File: src/rtl/exec_state_ctrl.sv
// Exec-state sequencer for the baseline calculator and minimum trigger on the RFDC AXIS stream.
// Optional build macro NEG_PULSE_EN selects the negative-going threshold comparison.
module exec_state_ctrl #(
  parameter int ADC_RESOLUTION_WIDTH = 12,
  parameter int S_AXIS_TDATA_WIDTH   = 128,
  parameter int THRESHOLD_OFFSET     = 410,
  parameter int INIT_DWELL           = 1024,
  parameter int POST_TRG_LEN         = 16
) (
  input  logic                            AXIS_ACLK,
  input  logic                            AXIS_ARESETN,
  input  logic [S_AXIS_TDATA_WIDTH-1:0]   S_AXIS_TDATA,
  input  logic                            S_AXIS_TVALID,
  input  logic                            I_RUN,
  input  logic                            I_RECALC,
  input  logic                            I_CALC_COMPLETE,
  input  logic [ADC_RESOLUTION_WIDTH-1:0] I_BASELINE,
  output logic [1:0]                      O_EXEC_STATE,
  output logic [ADC_RESOLUTION_WIDTH-1:0] O_BASELINE,
  output logic                            O_TRIGGER,
  output logic                            O_TRG_START,
  output logic [15:0]                     O_TRG_COUNT
);

  localparam int AW  = ADC_RESOLUTION_WIDTH;
  localparam int SPT = S_AXIS_TDATA_WIDTH / 16;
  localparam int DW  = $clog2(INIT_DWELL + 1);
  localparam int PW  = $clog2(POST_TRG_LEN + 1);

  localparam logic [AW:0]   C_OFFSET = (AW + 1)'(THRESHOLD_OFFSET);
  localparam logic [DW-1:0] C_DWELL  = DW'(INIT_DWELL);
  localparam logic [PW-1:0] C_POST   = PW'(POST_TRG_LEN);

  typedef enum logic [1:0] {
    ST_INIT  = 2'b00,
    ST_ARMED = 2'b01,
    ST_HOLD  = 2'b10,
    ST_TRG   = 2'b11
  } state_t;

  state_t          r_state;
  logic [AW-1:0]   r_baseline;
  logic            r_trigger;
  logic            r_trg_start;
  logic [15:0]     r_trg_count;
  logic [DW-1:0]   r_dwell;
  logic [PW-1:0]   r_post;

  state_t          w_state_nxt;
  logic [AW-1:0]   w_baseline_nxt;
  logic            w_trg_start_nxt;
  logic [15:0]     w_trg_count_nxt;
  logic [DW-1:0]   w_dwell_nxt;
  logic [PW-1:0]   w_post_nxt;

  logic [AW:0]     w_thr_calc;
  logic [AW-1:0]   w_thr;
  logic            w_any;
  logic            w_hit;
  logic            w_unused_tdata;

  // Upper nibble of every 16-bit word carries no ADC information.
  assign w_unused_tdata = ^S_AXIS_TDATA;

`ifdef NEG_PULSE_EN
  // A borrow out of the extra bit means the threshold would go negative; floor it at 0.
  assign w_thr_calc = {1'b0, r_baseline} - C_OFFSET;
  assign w_thr      = w_thr_calc[AW] ? '0 : w_thr_calc[AW-1:0];

  always_comb begin
    w_any = 1'b0;
    for (int i = 0; i < SPT; i++) begin
      if (S_AXIS_TDATA[i*16 +: AW] < w_thr) w_any = 1'b1;
    end
  end
`else
  assign w_thr_calc = {1'b0, r_baseline} + C_OFFSET;
  assign w_thr      = w_thr_calc[AW] ? '1 : w_thr_calc[AW-1:0];

  always_comb begin
    w_any = 1'b0;
    for (int i = 0; i < SPT; i++) begin
      if (S_AXIS_TDATA[i*16 +: AW] > w_thr) w_any = 1'b1;
    end
  end
`endif

  assign w_hit = S_AXIS_TVALID & w_any;

  // NOTE: every output of this block gets a default first, so no path can infer a latch.
  always_comb begin
    w_state_nxt     = r_state;
    w_baseline_nxt  = r_baseline;
    w_trg_start_nxt = 1'b0;
    w_trg_count_nxt = r_trg_count;
    w_dwell_nxt     = r_dwell;
    w_post_nxt      = r_post;

    if (I_RECALC) begin
      w_state_nxt = ST_INIT;
      w_dwell_nxt = '0;
      w_post_nxt  = '0;
    end else if (r_state == ST_INIT) begin
      if (S_AXIS_TVALID && (r_dwell < C_DWELL)) w_dwell_nxt = r_dwell + 1'b1;
      // Dwell gating hides a complete flag left over from the previous calculation.
      if ((r_dwell == C_DWELL) && I_CALC_COMPLETE && I_RUN) begin
        w_state_nxt    = ST_ARMED;
        w_baseline_nxt = I_BASELINE;
      end
    end else if (!I_RUN) begin
      w_state_nxt = ST_ARMED;
    end else begin
      unique case (r_state)
        ST_ARMED: begin
          if (w_hit) begin
            w_state_nxt     = ST_TRG;
            w_trg_start_nxt = 1'b1;
            if (r_trg_count != 16'hFFFF) w_trg_count_nxt = r_trg_count + 16'd1;
          end
        end
        ST_TRG: begin
          if (S_AXIS_TVALID && !w_hit) begin
            w_state_nxt = ST_HOLD;
            w_post_nxt  = PW'(1);
          end
        end
        ST_HOLD: begin
          // A hit here extends the current event rather than starting a new one.
          if (w_hit) begin
            w_state_nxt = ST_TRG;
          end else if (S_AXIS_TVALID) begin
            if (r_post == C_POST) w_state_nxt = ST_ARMED;
            else                  w_post_nxt  = r_post + 1'b1;
          end
        end
        default: w_state_nxt = ST_INIT;
      endcase
    end
  end

  // NOTE: state registers use non-blocking assignments so all of them update from the same pre-edge values.
  always_ff @(posedge AXIS_ACLK or negedge AXIS_ARESETN) begin
    if (!AXIS_ARESETN) begin
      r_state     <= ST_INIT;
      r_baseline  <= '0;
      r_trigger   <= 1'b0;
      r_trg_start <= 1'b0;
      r_trg_count <= '0;
      r_dwell     <= '0;
      r_post      <= '0;
    end else begin
      r_state     <= w_state_nxt;
      r_baseline  <= w_baseline_nxt;
      r_trigger   <= (w_state_nxt == ST_TRG) || (w_state_nxt == ST_HOLD);
      r_trg_start <= w_trg_start_nxt;
      r_trg_count <= w_trg_count_nxt;
      r_dwell     <= w_dwell_nxt;
      r_post      <= w_post_nxt;
    end
  end

  assign O_EXEC_STATE = r_state;
  assign O_BASELINE   = r_baseline;
  assign O_TRIGGER    = r_trigger;
  assign O_TRG_START  = r_trg_start;
  assign O_TRG_COUNT  = r_trg_count;

endmodule
File: config.mk
export PLATFORM = sky130hd
export DESIGN_NAME = exec_state_ctrl
export DESIGN_NICKNAME = d
export VERILOG_FILES = /design/src/rtl/exec_state_ctrl.sv
export SDC_FILE = /design/constraint.sdc
export NUM_CORES = 1
export LEC_CHECK = 0
export BUFFER_PORTS_ARGS = -buffer_cell sky130_fd_sc_hd__buf_2
export CORE_ASPECT_RATIO = 0.8
export CORE_MARGIN = 5
export CORE_UTILIZATION = 40
export CTS_CLUSTER_DIAMETER = 60
export CTS_CLUSTER_SIZE = 28
export DETAILED_ROUTE_END_ITERATION = 7
export PLACE_DENSITY = 0.66
export SYNTH_ARGS = -nofsm -noshare
export SYNTH_HDL_FRONTEND = slang
export SYNTH_SLANG_ARGS = --single-unit
File: constraint.sdc
create_clock -name AXIS_ACLK -period 5.99 [get_ports AXIS_ACLK]
set_clock_uncertainty 0.05 [all_clocks]
set_input_delay 0.599 -clock AXIS_ACLK [delete_from_list [all_inputs] [get_ports AXIS_ACLK]]
set_output_delay 0.599 -clock AXIS_ACLK [all_outputs]
set_load 0.005 [all_outputs]
== After elaboration in Yosys (flattened, before gate mapping) ==
Cells that the tools add are included.

* Add/subtract/negate cells: 4
* Order comparisons: 9
* Equal/unequal tests: 13
* Mux-type cells: 35
* Bitwise operators: 3
* Reduce and logical (&&, ||, !) cells: 15

{| class="wikitable"
|+ Operators with widths
! kind !! number
|-
| greater-than comparator 12 bit || 8
|-
| two-way mux 5 bit || 7
|-
| two-way mux 11 bit || 3
|-
| two-way mux 2 bit || 9
|-
| adder 16 x 1 -> 16 bit, second input constant || 1
|-
| != test 16 bit, second input constant || 1
|-
| adder 12 x 9 -> 13 bit, second input constant || 1
|-
| two-way mux 1 bit || 13
|-
| two-way mux 12 bit || 1
|-
| != test 3 bit, second input constant || 4
|-
| adder 11 x 1 -> 11 bit, second input constant || 1
|-
| equality test 11 bit, second input constant || 1
|-
| less-than comparator 11 bit, second input constant || 1
|-
| one-hot mux 5 bit (2 select lines) || 1
|-
| equality test 2 bit, second input constant || 4
|-
| AND reduction 7 bit || 1
|-
| one-hot mux 2 bit (3 select lines) || 1
|-
| AND reduction 6 bit || 1
|-
| nonzero test 2 bit || 3
|-
| adder 5 x 1 -> 5 bit, second input constant || 1
|-
| equality test 5 bit, second input constant || 1
|-
| logical AND 1 bit || 4
|-
| AND reduction 3 bit || 1
|-
| nonzero test 3 bit || 1
|-
| 8 further kinds || 9
|}

* Register bits after elaboration: 48
* Input port bits: 146
* Logic and storage cells: 86

== Depth between registers and ports, before layout ==
* Word-level depth: 21
* Gate-level depth with buffers: 17
* Gate-level depth less buffers: 15

== Worst setup path after synthesis ==
OpenSTA, ideal clock, no wires.

* Kind: flip-flop to flip-flop
* Start: register r_baseline[1], in the netlist O_BASELINE[1]
* End: register r_trg_count[1], in the netlist O_TRG_COUNT[1]
* Library setup time: 0.125 ns
* Arrival: 4.171 ns
* Required time: 5.815 ns
* Path slack: 1.644 ns
* Cell stages (with the launch flop): 17
* Clock period less this slack: 4.346 ns
* Cell sequence: dfrtp_1 a211oi_4 nor2_1 nor2_1 nor2b_1 clkbuf_1 nor3_1 ha_1 or2_2 a21oi_1 a21oi_1 maj3_2 a2111o_1 a32oi_2 nand4_2 nand2_1 mux2_2

* Longest elaborated chain between the ends: 13
* Elaborated cells on any way between the ends: 20
* Those cells by class: 1 x add/sub; 8 x order compare; 9 x mux; 1 x bitwise; 1 x reduce/logical

{| class="wikitable"
|+ Ends and longest elaborated chain
! element !! line !! source
|-
| from (decl) || 42 || <nowiki>logic [AW-1:0] r_baseline;</nowiki>
|-
| from (signal assigned) || 153 || <nowiki>r_baseline <= w_baseline_nxt;</nowiki>
|-
| adder 12 x 9 -> 13 bit * || 77 || <nowiki>assign w_thr_calc = {1'b0, r_baseline} + C_OFFSET;</nowiki>
|-
| two-way mux 12 bit * || 78 || <nowiki>assign w_thr = w_thr_calc[AW] ? '1 : w_thr_calc[AW-1:0];</nowiki>
|-
| greater-than comparator 12 bit || 83 || <nowiki>if (S_AXIS_TDATA[i*16 +: AW] > w_thr) w_any = 1'b1;</nowiki>
|-
| two-way mux 1 bit (7 in series) || 83 ||
|-
| two-way mux 1 bit * || 83 ||
|-
| AND 1 bit * || 88 || <nowiki>assign w_hit = S_AXIS_TVALID & w_any;</nowiki>
|-
| AND reduction 6 bit (no source line) * || -- ||
|-
| to (signal assigned) || 156 || <nowiki>r_trg_count <= w_trg_count_nxt;</nowiki>
|-
| to (decl) || 45 || <nowiki>logic [15:0] r_trg_count;</nowiki>
|}

Every way passes the cells marked *; elsewhere a longest branch is shown, timed or not.
A chain may end at the register's enable or synchronous reset.

== Final worst setup path ==
Same ends and word-level chain as after synthesis.

==> results.md <==
- Outcome: finished clean
- ANT cells: 0
- Initial Util: 0.4099
- Skew-Pair Late Insertion Delay: 0.29 ns
- CTS H-tree depth: 2
- DRT Wirelength: 14940 µm
- Routed length per instance: 17.16 µm
- Met2 usage: 0.3125
- Initial antenna violation count: 0
- Via count: 4862
- Die Width: 135.3 µm
- Max Root-Sink Buffers: 2
- IO buf count: 145
- LEAKAGE: 2.986 nW
- Min Clock Period, post-route: 4.985 ns
- Routed Antenna Nets: 0
- Num Clock Sinks: 48
- Synth warn: 0
- CTS resizes: 0
- Compound-Gate Fraction of Synth Area: 0.1776
- Hold buffers post-CTS: 0
- Clock Power Share: 0.403
- Slew Limit Headroom: 0.2742
- Worst Max-Slew Pin Slew: 1.089 ns
- Finished Layout Cells: 871
- CTS Root Cell: clkbuf_16
- Peak Freq: 200.6 MHz
- Critical path class: reg -> reg
- Worst vdd ir: 0.0001101 V
- Initial DRC count: 227
- Hold Vio Cnt, Final: 0
- XOR/XNOR Fraction of Synth Area: 0.07773
- Top cell type by total area after synthesis: dfrtp_1
- Share of cells above drive strength 1: 0.2929
- Power share of the combinational group: 0.185
- Net Switching: 0.0002000 W
- Max Slew Vio Count: 0
- Power per cell area: 129.5 mW/mm²
- Finish-stage setup viols: 0
- Commonest cells post-synth: ha_1 (86), dfrtp_1 (48), nor2_1 (47)
- Inserted Clock Buffers: 5
- Reg clk slew, reported paths: 0.07 ns
- Cell Rows: 36
- Met3 Usage GRT: 0.04537
- Core area: 0.01225 mm²
- #FFs+latches synth: 48
- IO Count: 178
- Async SR Flop Fraction: 1.000
- Placer Congestion: 0.8926
- Adder-Cell Fraction of Synth Area: 0.2210
- Vias per inst: 5.582
- Syn_nets: 782
- EDFF count, synth: 0
- CTS tree: done
- Avg Cell Area, Syn: 9.131 µm²
- Die area: 0.01491 mm²
- Die H: 110.2 µm
- Post-CTS Setup Bufs: 0
- Worst path required time: 6.11 ns
- Met1 Use GR: 0.2783
- Critical Path Sink Type: flip-flop
- First-pass GRT wire length: 23650 µm
- Post-route setup TNS: 0 ns
- CP max FO: 17
- DRC Markers: 0
- Sw Ratio: 0.2521
- Fin crit share: 0.8322
- Area contributors post-synth: dfrtp_1 (24%), ha_1 (21%), xnor2_1 (5.4%)
- Most common cell in the netlist: ha_1
- Place WS: 1.016 ns
- Mux contribution to synthesized area: 0.02915
- Seq/Total Area, Yosys: 0.2392
- Yosys top cell area share: 0.2392
- Arrival time worst endpoint: 5.11 ns
- GR Overflow Total: 0
- Vias in the first global route: 4869
- Nets: 931
- Mapped Area: 0.005022 mm²
- RSZ-0062 raised after global routing: false
- Placed insts: 863
- Worst setup margin: 1.005 ns
- Max capacitance violation total: 0
- Netlist cell types: 64
- First-pass DRT Iterations: 4
- Largest net degree at the start of global routing: 49
- Seq pwr share: 0.412
- Top Usage Layer GRT: met2
- Worst hold-check path type: reg -> reg
- Post-detail-place hpwl: 12080 µm
- Final Hold Slack: 0.4461 ns
- Primary FF master, synth: dfrtp_1
- Crit start category: flip-flop
- Synth Instances: 550
- P&R area growth vs syn: 21.95%
- Number of fill cells: 1158
- Simple-gate share of the synthesized area: 0.2252
- Largest family of logic cells by synthesized area: simple AND/OR/NAND/NOR gates
- GR Util All Layers: 0.1967
- Int Pwr: 0.0005934 W
through the flow:
stage / utilization / power (W) / cell area (µm²)
3_3_place_gp: 0.4862 / 0.0004722 / 5957
6_report: 0.4999 / 0.0007934 / 6125
5_1_grt: 0.4999 / 0.0008328 / 6125
3_5_place_dp: 0.4862 / 0.0004791 / 5957
4_1_cts: 0.4999 / 0.0007991 / 6125
2_1_floorplan: - / 0.0004091 / 5022
state kept, by name, indices dropped and copies added, names as in the netlist:
| name | flops |
|---|---|
| r_dwell | 11 |
| O_EXEC_STATE | 2 |
| O_BASELINE | 12 |
| O_TRG_COUNT | 16 |
| O_TRIGGER | 1 |
| O_TRG_START | 1 |
| r_post | 5 |
worst max-delay path, stage by stage (launching register included):
cell,delay (ns)
dfrtp_1,0.47
a211oi_4,0.36
nor2_1,0.11
nor2_1,0.15
nor2b_1,0.16
nor2_1,0.75
ha_1,0.40
o21a_1,0.19
o31ai_1,0.06
a21oi_1,0.11
maj3_2,0.31
a2111o_1,0.43
a32oi_2,0.23
nand4_2,0.45
nand2_1,0.27
mux2_2,0.35
cell families after synthesis:
| group | count (synthesis) |
|---|---|
| simple gates | 210 |
| buf+inv | 34 |
| compound gates | 114 |
| mux | 13 |
| flops | 48 |
| fa+ha+maj | 89 |
| xor+xnor | 42 |
path summary, 6_finish.rpt:
kind,startpoint,end,slack [ns],cells past startpoint
max,O_BASELINE[1]$_DFFE_PN0P_,O_TRG_COUNT[1]$_DFFE_PN0P_,1.01,15
min,O_TRG_COUNT[11]$_DFFE_PN0P_,O_TRG_COUNT[11]$_DFFE_PN0P_,0.45,1
max reg2reg,O_BASELINE[1]$_DFFE_PN0P_,O_TRG_COUNT[1]$_DFFE_PN0P_,1.01,15
min reg2reg,O_TRG_COUNT[11]$_DFFE_PN0P_,O_TRG_COUNT[11]$_DFFE_PN0P_,0.45,1
max in group asynchronous,AXIS_ARESETN,r_dwell[4]$_DFFE_PN0P_,4.76,1
min in group asynchronous,AXIS_ARESETN,O_TRG_COUNT[14]$_DFFE_PN0P_,0.46,1
layout by cell type, fill, tap and decap left out, types with 6 or more instances in the layout:
cell and instances:
xnor2_1 31, a21o_1 6, o31ai_1 6, nor3_1 16
nand2_1 31, or2_2 6, dfrtp_1 48, nand3_1 19
ha_1 86, or3_1 7, o21ai_0 20, mux2_2 13
nand4_1 24, a21oi_1 23, and2_1 6, nor2_1 47
nor2b_1 9, nor4_1 7, buf_2 145, and3_1 13
o211ai_1 8, xor2_1 8, inv_1 22, buf_4 8
layout make-up:
cell class	instances	area [µm²]	share of cell area
well taps	171	214.0	0.03493
inverters	23	86.33	0.01410
flip-flops and latches	48	1201	0.1961
repair buffers	153	785.8	0.1283
multi-input cells	468	3670	0.5992
clock inverters	3	42.54	0.006946
clock buffers	5	125.1	0.02043
routing by layer:
metal,share of wire,up-vias
met1,0.48,2304
li1,-,2378
met3,0.068,16
met5,0,-
met4,0.011,0
met2,0.45,164
power by group through the flow:
stage                     Sequential [W]  Clock, W  Combinational (W)
after floorplan                 0.000333         0          0.0000765
after global placement          0.000333         0           0.000139
after detailed placement        0.000333         0           0.000146
after CTS                       0.000327  0.000325           0.000147
after global routing            0.000327  0.000340           0.000166
final                           0.000327  0.000320           0.000147
Note: power is estimated with default switching activity, not from simulation.
